==> src/rtl/wb_vga_pattern_src_pkg.sv <==
// Shared constants, FSM state type and pixel-pattern helper for the
// Wishbone VGA pattern source and its burst address generator.
package wb_vga_pattern_src_pkg;

   // Wishbone cycle type identifiers
   localparam logic [2:0] CTI_CLASSIC = 3'b000;
   localparam logic [2:0] CTI_CONST   = 3'b001;
   localparam logic [2:0] CTI_INCR    = 3'b010;
   localparam logic [2:0] CTI_END     = 3'b111;

   // Wishbone burst type identifiers
   localparam logic [1:0] BTE_LINEAR  = 2'b00;
   localparam logic [1:0] BTE_WRAP4   = 2'b01;
   localparam logic [1:0] BTE_WRAP8   = 2'b10;
   localparam logic [1:0] BTE_WRAP16  = 2'b11;

   typedef enum logic [1:0] {
      IDLE  = 2'd0,
      WAIT  = 2'd1,
      BURST = 2'd2,
      ERR   = 2'd3
   } state_t;

   // Pixel word derived from a word address.
   // pat=1: 16-bit word address replicated; pat=0: fixed colour tag plus low address byte.
   function automatic logic [31:0] pix_word(input logic [29:0] addr, input logic pat);
      logic [31:0] word;
      if (pat) begin
         word = {addr[15:0], addr[15:0]};
      end else begin
         word = {24'h072007, addr[7:0]};
      end
      return word;
   endfunction

endpackage

==> src/rtl/wb_burst_addr_gen.sv <==
// Combinational next-beat address for Wishbone incrementing bursts.
// Linear bursts increment the full word address; wrap-N bursts increment
// only the low log2(N) bits and keep everything above them.
module wb_burst_addr_gen
   import wb_vga_pattern_src_pkg::*;
(
   input  logic [29:0] addr,
   input  logic [1:0]  bte,
   output logic [29:0] addr_next
);

   logic [29:0] addr_inc;
   logic [3:0]  low_mask;
   logic        linear;

   assign addr_inc = addr + 30'd1;
   assign linear   = (bte == BTE_LINEAR);

   // Select which of the low four bits take the incremented value
   always_comb begin
      low_mask = 4'b1111;
      case (bte)
         BTE_LINEAR: low_mask = 4'b1111;
         BTE_WRAP4:  low_mask = 4'b0011;
         BTE_WRAP8:  low_mask = 4'b0111;
         BTE_WRAP16: low_mask = 4'b1111;
         default:    low_mask = 4'b1111;
      endcase
   end

   // Per-bit merge: wrap region bits come from the increment, the rest stay
   generate
      for (genvar gi = 0; gi < 30; gi++) begin : g_bit
         if (gi < 4) begin : g_low
            assign addr_next[gi] = low_mask[gi] ? addr_inc[gi] : addr[gi];
         end else begin : g_high
            assign addr_next[gi] = linear ? addr_inc[gi] : addr[gi];
         end
      end
   endgenerate

endmodule

==> src/rtl/wb_vga_pattern_src.sv <==
// Read-only Wishbone slave returning address-derived pixel words for video
// bring-up. Supports classic and incrementing bursts with programmable wait
// states, rejects writes with an error pulse and keeps saturating beat/cycle
// statistics for a debug display.
module wb_vga_pattern_src
   import wb_vga_pattern_src_pkg::*;
#(
   parameter int unsigned WAIT_FIRST = 2,
   parameter int unsigned WAIT_BEAT  = 0,
   parameter int unsigned STAT_BITS  = 16
) (
   input  logic                 clk_bus,
   input  logic                 rst,
   input  logic [7:0]           mode,
   input  logic                 wbs_cyc_i,
   input  logic                 wbs_stb_i,
   input  logic [29:0]          wbs_addr_i,
   input  logic [2:0]           wbs_cti_i,
   input  logic [1:0]           wbs_bte_i,
   input  logic [3:0]           wbs_sel_i,
   input  logic                 wbs_we_i,
   input  logic [31:0]          wbs_data_i,
   output logic [31:0]          wbs_data_o,
   output logic                 wbs_ack_o,
   output logic                 wbs_err_o,
   output logic [STAT_BITS-1:0] stat_beats,
   output logic [STAT_BITS-1:0] stat_bursts
);

   // One counter serves both the first-beat and the inter-beat wait
   localparam int unsigned CNT_MAX = (WAIT_FIRST > WAIT_BEAT) ? WAIT_FIRST : WAIT_BEAT;
   localparam int          CNT_W   = $clog2(CNT_MAX + 2);
   localparam logic [CNT_W-1:0] FIRST_LAST = CNT_W'(WAIT_FIRST - 1);
   localparam logic [CNT_W-1:0] BEAT_LAST  = CNT_W'(WAIT_BEAT);

   state_t                state_reg,  state_next;
   logic [29:0]           addr_reg,   addr_next;
   logic                  pat_reg,    pat_next;
   logic [1:0]            bte_reg,    bte_next;
   logic [CNT_W-1:0]      cnt_reg,    cnt_next;
   logic                  ack_reg,    ack_next;
   logic                  err_reg,    err_next;
   logic [31:0]           data_reg,   data_next;
   logic [STAT_BITS-1:0]  beats_reg,  beats_next;
   logic [STAT_BITS-1:0]  bursts_reg, bursts_next;

   logic        take_beat;
   logic [29:0] beat_addr;
   logic [1:0]  beat_bte;
   logic        beat_pat;
   logic [29:0] addr_inc;

   // Byte selects, write data and the non-pattern mode bits play no part in reads
   logic unused_inputs;
   assign unused_inputs = ^{wbs_sel_i, wbs_data_i, mode[6:0]};

   // A zero-wait first beat is acked straight out of IDLE using the bus
   // address; every other beat uses the latched burst address.
   assign beat_addr = (state_reg == IDLE) ? wbs_addr_i : addr_reg;
   assign beat_bte  = (state_reg == IDLE) ? wbs_bte_i  : bte_reg;
   assign beat_pat  = (state_reg == IDLE) ? mode[7]    : pat_reg;

   wb_burst_addr_gen u_addr_gen (
      .addr      (beat_addr),
      .bte       (beat_bte),
      .addr_next (addr_inc)
   );

   // Next-state, wait counting, ack generation and statistics update
   always_comb begin
      state_next  = state_reg;
      addr_next   = addr_reg;
      pat_next    = pat_reg;
      bte_next    = bte_reg;
      cnt_next    = cnt_reg;
      ack_next    = 1'b0;
      err_next    = 1'b0;
      data_next   = '0;
      beats_next  = beats_reg;
      bursts_next = bursts_reg;
      take_beat   = 1'b0;

      case (state_reg)
         IDLE: begin
            if (wbs_cyc_i && wbs_stb_i) begin
               if (wbs_we_i) begin
                  state_next = ERR;
                  err_next   = 1'b1;
               end else begin
                  addr_next = wbs_addr_i;
                  pat_next  = mode[7];
                  bte_next  = wbs_bte_i;
                  cnt_next  = '0;
                  if (WAIT_FIRST == 0) begin
                     take_beat = 1'b1;
                  end else begin
                     state_next = WAIT;
                  end
               end
            end
         end
         WAIT: begin
            if (!wbs_cyc_i) begin
               state_next = IDLE;
            end else if (cnt_reg == FIRST_LAST) begin
               take_beat = wbs_stb_i;
            end else begin
               cnt_next = cnt_reg + CNT_W'(1);
            end
         end
         BURST: begin
            // A stalled master (stb low) freezes both address and wait count
            if (!wbs_cyc_i) begin
               state_next = IDLE;
            end else if (wbs_stb_i) begin
               if (cnt_reg == BEAT_LAST) begin
                  take_beat = 1'b1;
               end else begin
                  cnt_next = cnt_reg + CNT_W'(1);
               end
            end
         end
         ERR: begin
            state_next = IDLE;
         end
         default: begin
            state_next = IDLE;
         end
      endcase

      if (take_beat) begin
         ack_next   = 1'b1;
         data_next  = pix_word(beat_addr, beat_pat);
         cnt_next   = '0;
         beats_next = (beats_reg == '1) ? beats_reg : beats_reg + STAT_BITS'(1);
         case (wbs_cti_i)
            CTI_INCR: begin
               state_next = BURST;
               addr_next  = addr_inc;
            end
            CTI_CLASSIC, CTI_CONST, CTI_END: begin
               state_next  = IDLE;
               bursts_next = (bursts_reg == '1) ? bursts_reg : bursts_reg + STAT_BITS'(1);
            end
            default: begin
               state_next  = IDLE;
               bursts_next = (bursts_reg == '1) ? bursts_reg : bursts_reg + STAT_BITS'(1);
            end
         endcase
      end
   end

   // Register all state; reset overrides any bus activity
   always_ff @(posedge clk_bus) begin
      if (rst) begin
         state_reg  <= IDLE;
         addr_reg   <= '0;
         pat_reg    <= 1'b0;
         bte_reg    <= BTE_LINEAR;
         cnt_reg    <= '0;
         ack_reg    <= 1'b0;
         err_reg    <= 1'b0;
         data_reg   <= '0;
         beats_reg  <= '0;
         bursts_reg <= '0;
      end else begin
         state_reg  <= state_next;
         addr_reg   <= addr_next;
         pat_reg    <= pat_next;
         bte_reg    <= bte_next;
         cnt_reg    <= cnt_next;
         ack_reg    <= ack_next;
         err_reg    <= err_next;
         data_reg   <= data_next;
         beats_reg  <= beats_next;
         bursts_reg <= bursts_next;
      end
   end

   assign wbs_data_o  = data_reg;
   assign wbs_ack_o   = ack_reg;
   assign wbs_err_o   = err_reg;
   assign stat_beats  = beats_reg;
   assign stat_bursts = bursts_reg;

endmodule

==> config.mk <==
export PLATFORM = sky130hd
export DESIGN_NAME = wb_vga_pattern_src
export DESIGN_NICKNAME = d
export VERILOG_FILES = /design/src/rtl/wb_vga_pattern_src_pkg.sv /design/src/rtl/wb_burst_addr_gen.sv /design/src/rtl/wb_vga_pattern_src.sv
export SDC_FILE = /design/constraint.sdc
export NUM_CORES = 1
export LEC_CHECK = 0
export ABC_AREA = 1
export BUFFER_PORTS_ARGS = -buffer_cell sky130_fd_sc_hd__buf_4
export CORE_ASPECT_RATIO = 1.1
export CORE_MARGIN = 3
export CORE_UTILIZATION = 35
export CTS_BUF_LIST = sky130_fd_sc_hd__clkbuf_2 sky130_fd_sc_hd__clkbuf_4 sky130_fd_sc_hd__clkbuf_8
export CTS_CLUSTER_SIZE = 8
export DETAILED_ROUTE_END_ITERATION = 8
export PLACE_DENSITY_LB_ADDON = 0.1
export SETUP_SLACK_MARGIN = 0.1
export SYNTH_ARGS = -nofsm -noshare
export SYNTH_HDL_FRONTEND = slang
export SYNTH_SLANG_ARGS = --single-unit
==> constraint.sdc <==
create_clock -name clk_bus -period 2.3 [get_ports clk_bus]
set_input_delay 0.46 -clock clk_bus [delete_from_list [all_inputs] [get_ports clk_bus]]
set_output_delay 0.46 -clock clk_bus [all_outputs]
set_load 0.005 [all_outputs]
==> flow_summary_export.csv, run 1 <==
group,metric,value,unit
floorplanning,ios,150,
finish,layout.nets,869,
finish,fin_cells,932,
timing,fin_hold_ws,363,ps
floorplanning,start_util,0.366,
routing,antenna_left,0,
floorplanning,coreArea,12300,µm²
hold_path,min_to,"bte_reg[0]",
clock_tree,cts_tree,"yes",
clock_tree,clk_pin_slew,100,ps
finish,stdcell_area,5670,µm²
floorplanning,rows,42,
synthesis,synth_top_flop_cell,"dfxtp_1",
placed_design,dp_hpwl,8.96,mm
power,cellLeakagePower,0.00251,µW
placed_design,gp_congestion,0.878,
timing,tightest_slew,465,ps
timing,post-route-min-period,2030,ps
routing,viasPerCell,4.80,
synthesis,yosys-top-cells-count,"nand2_1 (184), inv_1 (87), dfxtp_1 (81), nor2_1 (70), nand3_1 (54)",
outcome,status,"finished, final reports clean",
finish,largest_reg_flops,24,
routing,drt_pre_antenna_iters,4,
global_route,grt_pass1_vias,4292,
worst_setup_path,slowest_delay,340,ps
timing,max_freq,494,MHz
power,p_int,2560,µW
floorplanning,die_h,125,µm
timing,final.period_utilization,0.881,
finish,synthToLayoutAreaGrowth,25.5,%
synthesis,yosysSeqAreaShare,0.359,
synthesis,yosys_warnings,0,
floorplanning,die_width,114,µm
synthesis,synth.top_cell.area_share,0.359,
clock_tree,clk_path_buf_depth,2,
clock_tree,cts-root-buf,"clkbuf_8",
timing,hold_violations,0,
routing,drt-initial-drc-count,238,
power,power,4120,µW
worst_setup_path,cp_cell_sequence,"inv_2, ha_4, buf_12, mux2i_4, ha_4, nand3_1, nor2_4, xor2_1, nand2_1, nand2_1, nor2_1",
worst_setup_path,r2r_cells,11,
synthesis,avgSynthCellArea,6.67,µm²
power,power.share.clock,0.266,
global_route,grt_max_degree,34,
global_route,grt_pass1_wl,20.1,mm
routing,drt_wl_total,12.0,mm
worst_setup_path,slowest_stage,"dfxtp_2",
synthesis,synthDistinctLibCells,38,
synthesis,synth_area_leaders,"dfxtp_1 (36%), nand2_1 (15%), inv_1 (7.2%)",
routing,wl_per_cell,12.8,µm
power,sequentialPowerShare,0.371,
clock_tree,cts_buffers,9,
finish,drive_above_1_share,0.221,
power,powerDensity,726,nW/µm²
routing,drc_errors,0,
flow_run,max-cap-violations,0,
worst_setup_path,r2r_slack,270,ps
finish,fillers,1292,
worst_setup_path,r2r_end,"addr_reg[6]",
worst_setup_path,reg2reg_from,"state_reg[0]",
synthesis,netlist_area,4520,µm²
synthesis,synthCells,678,
synthesis,synth_top_cell_by_area,"dfxtp_1",
worst_setup_path,cp-end-kind,"flip-flop",
routing,num_vias,4473,
hold_path,min-delay-start,"wbs_bte_i[0]",
clock_tree,cts_setup_buffers,0,
synthesis,synth.most_common_cell,"nand2_1",
timing,setup_viol,0,
placed_design,placed_area,5410,µm²
hold_path,hold_class,"primary input to flip-flop",
worst_setup_path,crit_path_start_kind,"flip-flop",
worst_setup_path,crit_fanout,24,
floorplanning,floorplan.die_area,14300,µm²
timing,rsz0062_at_grt,"no",
placed_design,dp.cells,916,
placed_design,portBuffers,92,
clock_tree,cts_num_sinks,81,
timing,fin_skew,13.3,ps
synthesis,synth-edff-count,0,
clock_tree,clkLatencyLatePin,380,ps
timing,drv_slew,0,
worst_setup_path,cp.required,2580,ps
power,combPwrFrac,0.364,
power,p_switching,1560,µW
synthesis,syn-num-nets,774,
finish,antenna_cells,0,
global_route,antenna_found_initial,0,
worst_setup_path,worstPathArrival,2310,ps
worst_setup_path,critical_path_class,"flip-flop to flip-flop",
power,irDropWorstVdd,0.427,mV
clock_tree,cts_hold_buf,0,
timing,tns,0,ps
timing,slew_headroom,0.687,
clock_tree,h-tree-depth,3,
synthesis,async_flop_share,0,
global_route,grt_overflow_total,0,
global_route,track_usage,0.171,
synthesis,synth_seq_cells,81,
hold_path,hold_depth,3,
power,swShare,0.378,
-- worst max-delay path, delay by kind of cell, from the launching register on --
family / cells / cell delay, ps
adder cells (fa/ha/maj): 2 / 350
AND/OR/NAND/NOR: 5 / 530
XOR/XNOR: 1 / 170
flip-flops: 1 / 340
buffers and inverters: 2 / 250
multiplexers: 1 / 280
-- power by group through the flow --
stage               sequential [µW]  combinational (µW)  clock [µW]
global placement               1550                1380           0
floorplan                      1550                 962           0
CTS                            1520                1420        1130
global route                   1540                1700        1190
detailed placement             1560                1400           0
finish                         1530                1500        1090
-- repair_timing --
item                       in CTS  in global routing
pin swaps                       0                  2
setup endpoints to repair       7                 26
hold endpoints to repair        0                  0
resized for setup               2                 18
-- per-layer routing --
| layer | part of all wire | global-route usage |
|---|---|---|
| met1 | 0.47 | 0.230 |
| met2 | 0.46 | 0.274 |
| met3 | 0.057 | 0.0401 |
| met4 | 0.013 | 0.0489 |
| met5 | 0 | 0 |
-- cells in the final DEF (no fill, tap or decap), types with 2 or more instances in the layout --
cell type	Yosys	final
a21boi_0	2	2
a21oi_1	41	41
a21oi_2	6	6
buf_12	0	3
buf_4	8	108
clkbuf_8	0	9
clkinvlp_4	0	4
dfxtp_1	81	79
dfxtp_2	0	2
ha_1	12	9
ha_4	0	2
inv_1	87	83
inv_2	5	8
inv_6	0	2
nand2_1	184	182
nand2_2	4	6
nand3_1	54	54
nand4_1	7	7
nor2_1	70	67
nor2_2	4	7
nor2_4	2	2
nor3_1	17	17
o211ai_1	3	3
o21ai_0	31	30
o21ai_1	6	6
xnor2_1	5	5
xor2_1	17	17
-- logic make-up (layout without fill, tap and decap cells) --
logic type,after synthesis,after routing,share of synthesized area
buf+inv,120,220,0.118
flops,81,81,0.359
simple gates,351,351,0.336
mux,1,1,0.00221
xor+xnor,22,22,0.0426
fa+ha+maj,12,12,0.0332
compound gates,91,91,0.109
-- how the worst max path moves through the flow --
stage | start | to | slack (ps) | cells after the start
2_1_floorplan | state_reg[0] | addr_reg[11] | 110 | 15
3_3_place_gp | state_reg[0] | addr_reg[11] | 90 | 12
3_5_place_dp | state_reg[1] | addr_reg[14] | 70 | 14
4_1_cts | state_reg[1] | addr_reg[14] | 100 | 15
5_1_grt | state_reg[0] | addr_reg[14] | 110 | 14
6_report | state_reg[0] | addr_reg[6] | 270 | 11
-- layout make-up --
type | count | area [µm²] | area share
Multi-Input combinational cell | 477 | 2420 | 0.427
Sequential cell | 81 | 1620 | 0.286
Tap cell | 154 | 193 | 0.0340
Clock inverter | 7 | 78.8 | 0.0139
Timing Repair Buffer | 112 | 882 | 0.155
Inverter | 92 | 349 | 0.0615
Clock buffer | 9 | 124 | 0.0218
-- metrics by stage --
stage           util  worst slack [ps]
3_5_place_dp   0.438              69.3
5_1_grt        0.459               110
6_report       0.459               274
4_1_cts        0.455               102
3_3_place_gp   0.438              94.8
2_1_floorplan      -               112
Power figures use the tool's default switching activity.
==> run 2: changes to the inputs <==
--- a/config.mk
+++ b/config.mk
@@ -9,7 +9,7 @@
 export BUFFER_PORTS_ARGS = -buffer_cell sky130_fd_sc_hd__buf_4
 export CORE_ASPECT_RATIO = 1.1
 export CORE_MARGIN = 3
-export CORE_UTILIZATION = 35
+export CORE_UTILIZATION = 48
 export CTS_BUF_LIST = sky130_fd_sc_hd__clkbuf_2 sky130_fd_sc_hd__clkbuf_4 sky130_fd_sc_hd__clkbuf_8
 export CTS_CLUSTER_SIZE = 8
 export DETAILED_ROUTE_END_ITERATION = 8
==> run 2 against run 1 <==
  * Die area fell by 26%
  * First-iteration DRC count fell by 18%
  * Via count increased by 0.42%
  * Maximum frequency down 0.52%
  * Largest cell class unchanged
  * Critical path depth increased by 2
  * Sequential share of layout area up 0.80 points
  * Sequential power about the same
  * Worst setup slack lost 11 ps
  * Clock skew up 5.5 ps
  * Total power shrank 7.0%
==> flow_summary_export.csv, run 2 (synthesis results as in run 1) <==
group,metric,value,unit
placed_design,dp_hpwl,8.30,mm
finish,fin_cells,888,
routing,drt-initial-drc-count,196,
routing,drt_wl_total,11.0,mm
global_route,track_usage,0.210,
finish,antenna_cells,0,
floorplanning,ios,150,
clock_tree,cts-root-buf,"clkbuf_8",
timing,post-route-min-period,2040,ps
floorplanning,floorplan.die_area,10600,µm²
outcome,status,"finished, final reports clean",
global_route,grt_pass1_vias,4068,
power,p_switching,1450,µW
floorplanning,die_width,98.5,µm
placed_design,dp.cells,874,
finish,final_common_cell,"nand2_1",
global_route,grt_pass1_wl,18.6,mm
timing,setup_viol,0,
power,sequentialPowerShare,0.398,
timing,final.period_utilization,0.885,
finish,drive_above_1_share,0.213,
clock_tree,cts_hold_buf,0,
placed_design,portBuffers,92,
floorplanning,start_util,0.502,
placed_design,gp_congestion,0.875,
timing,tightest_slew,539,ps
power,combPwrFrac,0.369,
power,powerDensity,695,nW/µm²
power,cellLeakagePower,0.00248,µW
power,p_int,2380,µW
worst_setup_path,worstPathArrival,2290,ps
routing,drc_errors,0,
finish,largest_reg_flops,24,
worst_setup_path,cp-end-kind,"flip-flop",
routing,drt_pre_antenna_iters,5,
global_route,antenna_found_initial,0,
finish,fillers,880,
clock_tree,cts_tree,"yes",
clock_tree,clk_pin_slew,90,ps
timing,rsz0062_at_grt,"yes",
global_route,grt_overflow_total,0,
worst_setup_path,critical_path_class,"flip-flop to flip-flop",
floorplanning,coreArea,9010,µm²
clock_tree,clk_path_buf_depth,2,
routing,num_vias,4492,
routing,antenna_left,0,
power,power.share.clock,0.233,
finish,layout.nets,867,
routing,wl_per_cell,12.4,µm
worst_setup_path,cp.required,2550,ps
flow_run,max-cap-violations,0,
hold_path,hold_class,"primary input to flip-flop",
timing,drv_slew,0,
timing,slew_headroom,0.639,
global_route,grt_max_degree,34,
worst_setup_path,crit_path_start_kind,"flip-flop",
timing,fin_skew,18.8,ps
floorplanning,die_h,108,µm
placed_design,placed_area,5320,µm²
timing,max_freq,491,MHz
finish,synthToLayoutAreaGrowth,22.0,%
clock_tree,clkLatencyLatePin,350,ps
clock_tree,h-tree-depth,3,
worst_setup_path,crit_fanout,8,
timing,hold_violations,0,
floorplanning,rows,36,
power,swShare,0.379,
finish,layout_common_cells,"nand2_1 (184), buf_4 (108), inv_1 (84)",
routing,viasPerCell,5.06,
finish,stdcell_area,5520,µm²
timing,tns,0,ps
clock_tree,cts_buffers,9,
clock_tree,cts_num_sinks,81,
clock_tree,cts_setup_buffers,0,
power,irDropWorstVdd,0.462,mV
-- run 2: path summary, 6_finish.rpt --
check | from | end | slack [ps] | cells after the start
min reg2reg | pat_reg | pat_reg | 460 | 2
min | rst | wbs_ack_o | 370 | 2
max | state_reg[1] | addr_reg[6] | 260 | 13
max reg2reg | state_reg[1] | addr_reg[6] | 260 | 13
-- run 2: metal layers --
layer,up-vias,part of all wire,GRT usage
met3,15,0.056,0.0382
met4,0,0.016,0.0605
met2,131,0.45,0.340
met5,-,0,0
li1,2316,-,-
met1,2030,0.48,0.287
-- run 2: layout make-up --
| cell class | count | area (µm²) | area share |
|---|---|---|---|
| well taps | 114 | 143 | 0.0259 |
| repair buffers | 110 | 842 | 0.153 |
| multi-input cells | 477 | 2400 | 0.436 |
| flip-flops and latches | 81 | 1620 | 0.294 |
| inverters | 92 | 349 | 0.0633 |
| clock buffers | 10 | 131 | 0.0238 |
| clock inverters | 4 | 22.5 | 0.00408 |
-- run 2: power groups by stage --
stage / combinational (µW) / sequential [µW] / clock (µW)
floorplan: 962 / 1550 / 0
global placement: 1310 / 1550 / 0
detailed placement: 1340 / 1550 / 0
CTS: 1370 / 1520 / 920
global route: 1600 / 1540 / 972
finish: 1410 / 1530 / 892
-- run 2: metrics by stage --
step	setup slack (ps)	hold slack (ps)	total power (µW)	util
after floorplan	112	431	2510	-
after global placement	115	439	2860	0.590
after detailed placement	64.7	447	2890	0.590
after CTS	109	351	3820	0.609
after global routing	87.6	378	4110	0.612
final	264	367	3830	0.612
-- run 2: what timing repair did --
item                       4_1_cts  5_1_grt
pin swaps                        1        2
resized for setup                4       12
setup endpoints to repair        7       15
-- run 2: worst max-delay path, stage by stage, from the launching register on --
cell and delay [ps]:
dfxtp_1 380, inv_2 80, ha_4 170, inv_2 60, buf_4 160, nand2_1 60, nand2_1 130, ha_2 240
nand3_2 110, nor2_4 220, xor2_1 170, nand2_1 60, nand2_1 60, nor2_1 40
==> run 3: changes to the inputs <==
--- a/config.mk
+++ b/config.mk
@@ -9,7 +9,7 @@
 export BUFFER_PORTS_ARGS = -buffer_cell sky130_fd_sc_hd__buf_4
 export CORE_ASPECT_RATIO = 1.1
 export CORE_MARGIN = 3
-export CORE_UTILIZATION = 48
+export CORE_UTILIZATION = 40
 export CTS_BUF_LIST = sky130_fd_sc_hd__clkbuf_2 sky130_fd_sc_hd__clkbuf_4 sky130_fd_sc_hd__clkbuf_8
 export CTS_CLUSTER_SIZE = 8
 export DETAILED_ROUTE_END_ITERATION = 8
==> run 3 against run 2 <==
  * Total power rose by 11%
  * Die area rose by 19%
  * First-iteration DRC count rose by 18%
  * Wire length rose by 6.5%
  * Sequential share of layout area fell by 1.5 points
  * Worst setup slack got worse by 32 ps
  * Cell area rose by 5.1%
  * Worst hold slack got worse by 13 ps
  * Register-to-register slack got worse by 30 ps
  * Critical path type unchanged
==> flow_summary_export.csv, run 3 (synthesis results as in run 1) <==
group,metric,value,unit
power,cellLeakagePower,0.00256,µW
worst_setup_path,cp-end-kind,"flip-flop",
timing,setup_viol,0,
placed_design,gp_congestion,0.891,
worst_setup_path,reg2reg_from,"state_reg[0]",
hold_path,min_to,"wbs_ack_o",
timing,drv_slew,0,
clock_tree,cts_tree,"yes",
finish,final_common_cell,"nand2_1",
finish,largest_reg_flops,24,
finish,drive_above_1_share,0.245,
worst_setup_path,cp.required,2580,ps
hold_path,hold_class,"primary input to flip-flop",
floorplanning,die_h,117,µm
worst_setup_path,r2r_slack,230,ps
floorplanning,die_width,107,µm
timing,rsz0062_at_grt,"yes",
timing,final.period_utilization,0.899,
worst_setup_path,worstPathArrival,2350,ps
routing,drt_wl_total,11.8,mm
finish,final_util,0.529,
power,powerDensity,735,nW/µm²
clock_tree,clk_pin_slew,90,ps
clock_tree,clk_path_buf_depth,2,
routing,drt-initial-drc-count,231,
floorplanning,start_util,0.412,
finish,antenna_cells,0,
routing,wl_per_cell,12.6,µm
routing,drc_errors,0,
worst_setup_path,r2r_end,"wbs_data_o[27]",
routing,num_vias,4545,
worst_setup_path,cp_top_family,"simple AND/OR/NAND/NOR gates",
floorplanning,coreArea,11000,µm²
routing,viasPerCell,4.87,
placed_design,portBuffers,92,
power,irDropWorstVdd,0.403,mV
routing,antenna_left,0,
timing,fin_hold_ws,354,ps
clock_tree,cts-root-buf,"clkbuf_8",
timing,tightest_slew,777,ps
timing,slew_headroom,0.481,
worst_setup_path,r2r_cells,9,
floorplanning,floorplan.die_area,12600,µm²
floorplanning,rows,40,
global_route,track_usage,0.190,
finish,synthToLayoutAreaGrowth,28.2,%
flow_run,max-cap-violations,0,
finish,regArea,1620,µm²
timing,hold_violations,0,
clock_tree,cts_num_sinks,81,
worst_setup_path,slowest_delay,390,ps
clock_tree,h-tree-depth,3,
power,power,4260,µW
clock_tree,cts_buffers,9,
worst_setup_path,crit_path_start_kind,"flip-flop",
global_route,grt_max_degree,34,
floorplanning,ios,150,
hold_path,hold_depth,2,
finish,fillers,1084,
worst_setup_path,critical_path_class,"flip-flop to flip-flop",
worst_setup_path,slowest_stage,"dfxtp_1",
outcome,status,"finished, final reports clean",
worst_setup_path,crit_fanout,10,
routing,drt_pre_antenna_iters,5,
placed_design,dp_hpwl,8.76,mm
clock_tree,clkLatencyLatePin,360,ps
worst_setup_path,cp_cell_sequence,"inv_2, buf_4, ha_1, o21ai_0, nand3_2, buf_4, nor2_1, nand2_1, nor2_1",
finish,layout.nets,878,
finish,multi_input_area,2500,µm²
global_route,grt_pass1_wl,19.7,mm
timing,post-route-min-period,2070,ps
hold_path,min-delay-start,"rst",
finish,layout_common_cells,"nand2_1 (179), buf_4 (118), inv_1 (83)",
timing,fin_skew,12.8,ps
timing,max_freq,483,MHz
clock_tree,cts_hold_buf,0,
global_route,grt_pass1_vias,4164,
worst_setup_path,critPathBufInv,3,
global_route,antenna_found_initial,0,
global_route,grt_overflow_total,0,
==> run 3: metrics by stage <==
| stage | cells | setup TNS (ps) | cell area [µm²] | setup WS (ps) |
|---|---|---|---|---|
| final | 934 | 0 | 5800 | 231 |
| after global placement | 910 | 0 | 5380 | 12.4 |
| after floorplan | 678 | 0 | 4520 | 112 |
| after detailed placement | 910 | -64.7 | 5380 | -23.8 |
| after CTS | 926 | 0 | 5630 | 109 |
| after global routing | 934 | 0 | 5800 | 48.9 |
==> run 3: final cells by class <==
| type | instances | area share |
|---|---|---|
| sequential | 81 | 0.280 |
| timing repair buffer | 121 | 0.160 |
| tap | 147 | 0.0317 |
| multi-input combinational | 477 | 0.431 |
| clock inverter | 4 | 0.00885 |
| inverter | 92 | 0.0609 |
| clock buffer | 12 | 0.0274 |
==> run 3: how the worst max path moves through the flow <==
stage                 start             end  slack (ps)  depth (start not counted)
2_1_floorplan  state_reg[0]    addr_reg[11]         110                         15
3_3_place_gp   state_reg[1]     addr_reg[6]          10                         13
3_5_place_dp   state_reg[1]    addr_reg[11]         -20                         12
4_1_cts        state_reg[0]    addr_reg[14]         110                         15
5_1_grt        state_reg[0]  wbs_data_o[16]          50                          9
6_report       state_reg[0]  wbs_data_o[27]         230                          9
==> run 3: power by group <==
| group | leakage [µW] | switching, µW | total (µW) | internal (µW) |
|---|---|---|---|---|
| Sequential | 0.000654 | 47.4 | 1530 | 1480 |
| Combinational | 0.00180 | 1000 | 1630 | 629 |
| Clock | 0.000106 | 525 | 1100 | 574 |
==> run 3: layer usage <==
layer | part of all wire | up-vias | wire length, µm | track usage
met5 | 0 | - | 0 | 0
met4 | 0.014 | 0 | 168 | 0.0537
met3 | 0.055 | 18 | 641 | 0.0340
met2 | 0.46 | 117 | 5360 | 0.294
met1 | 0.47 | 2072 | 5590 | 0.270
li1 | - | 2338 | - | -
==> run 3: repair_timing <==
action / 4_1_cts / 5_1_grt
setup buffers: 0 / 8
pin swaps: 1 / 3
resized for setup: 11 / 27
endpoints found under the setup margin: 11 / 29
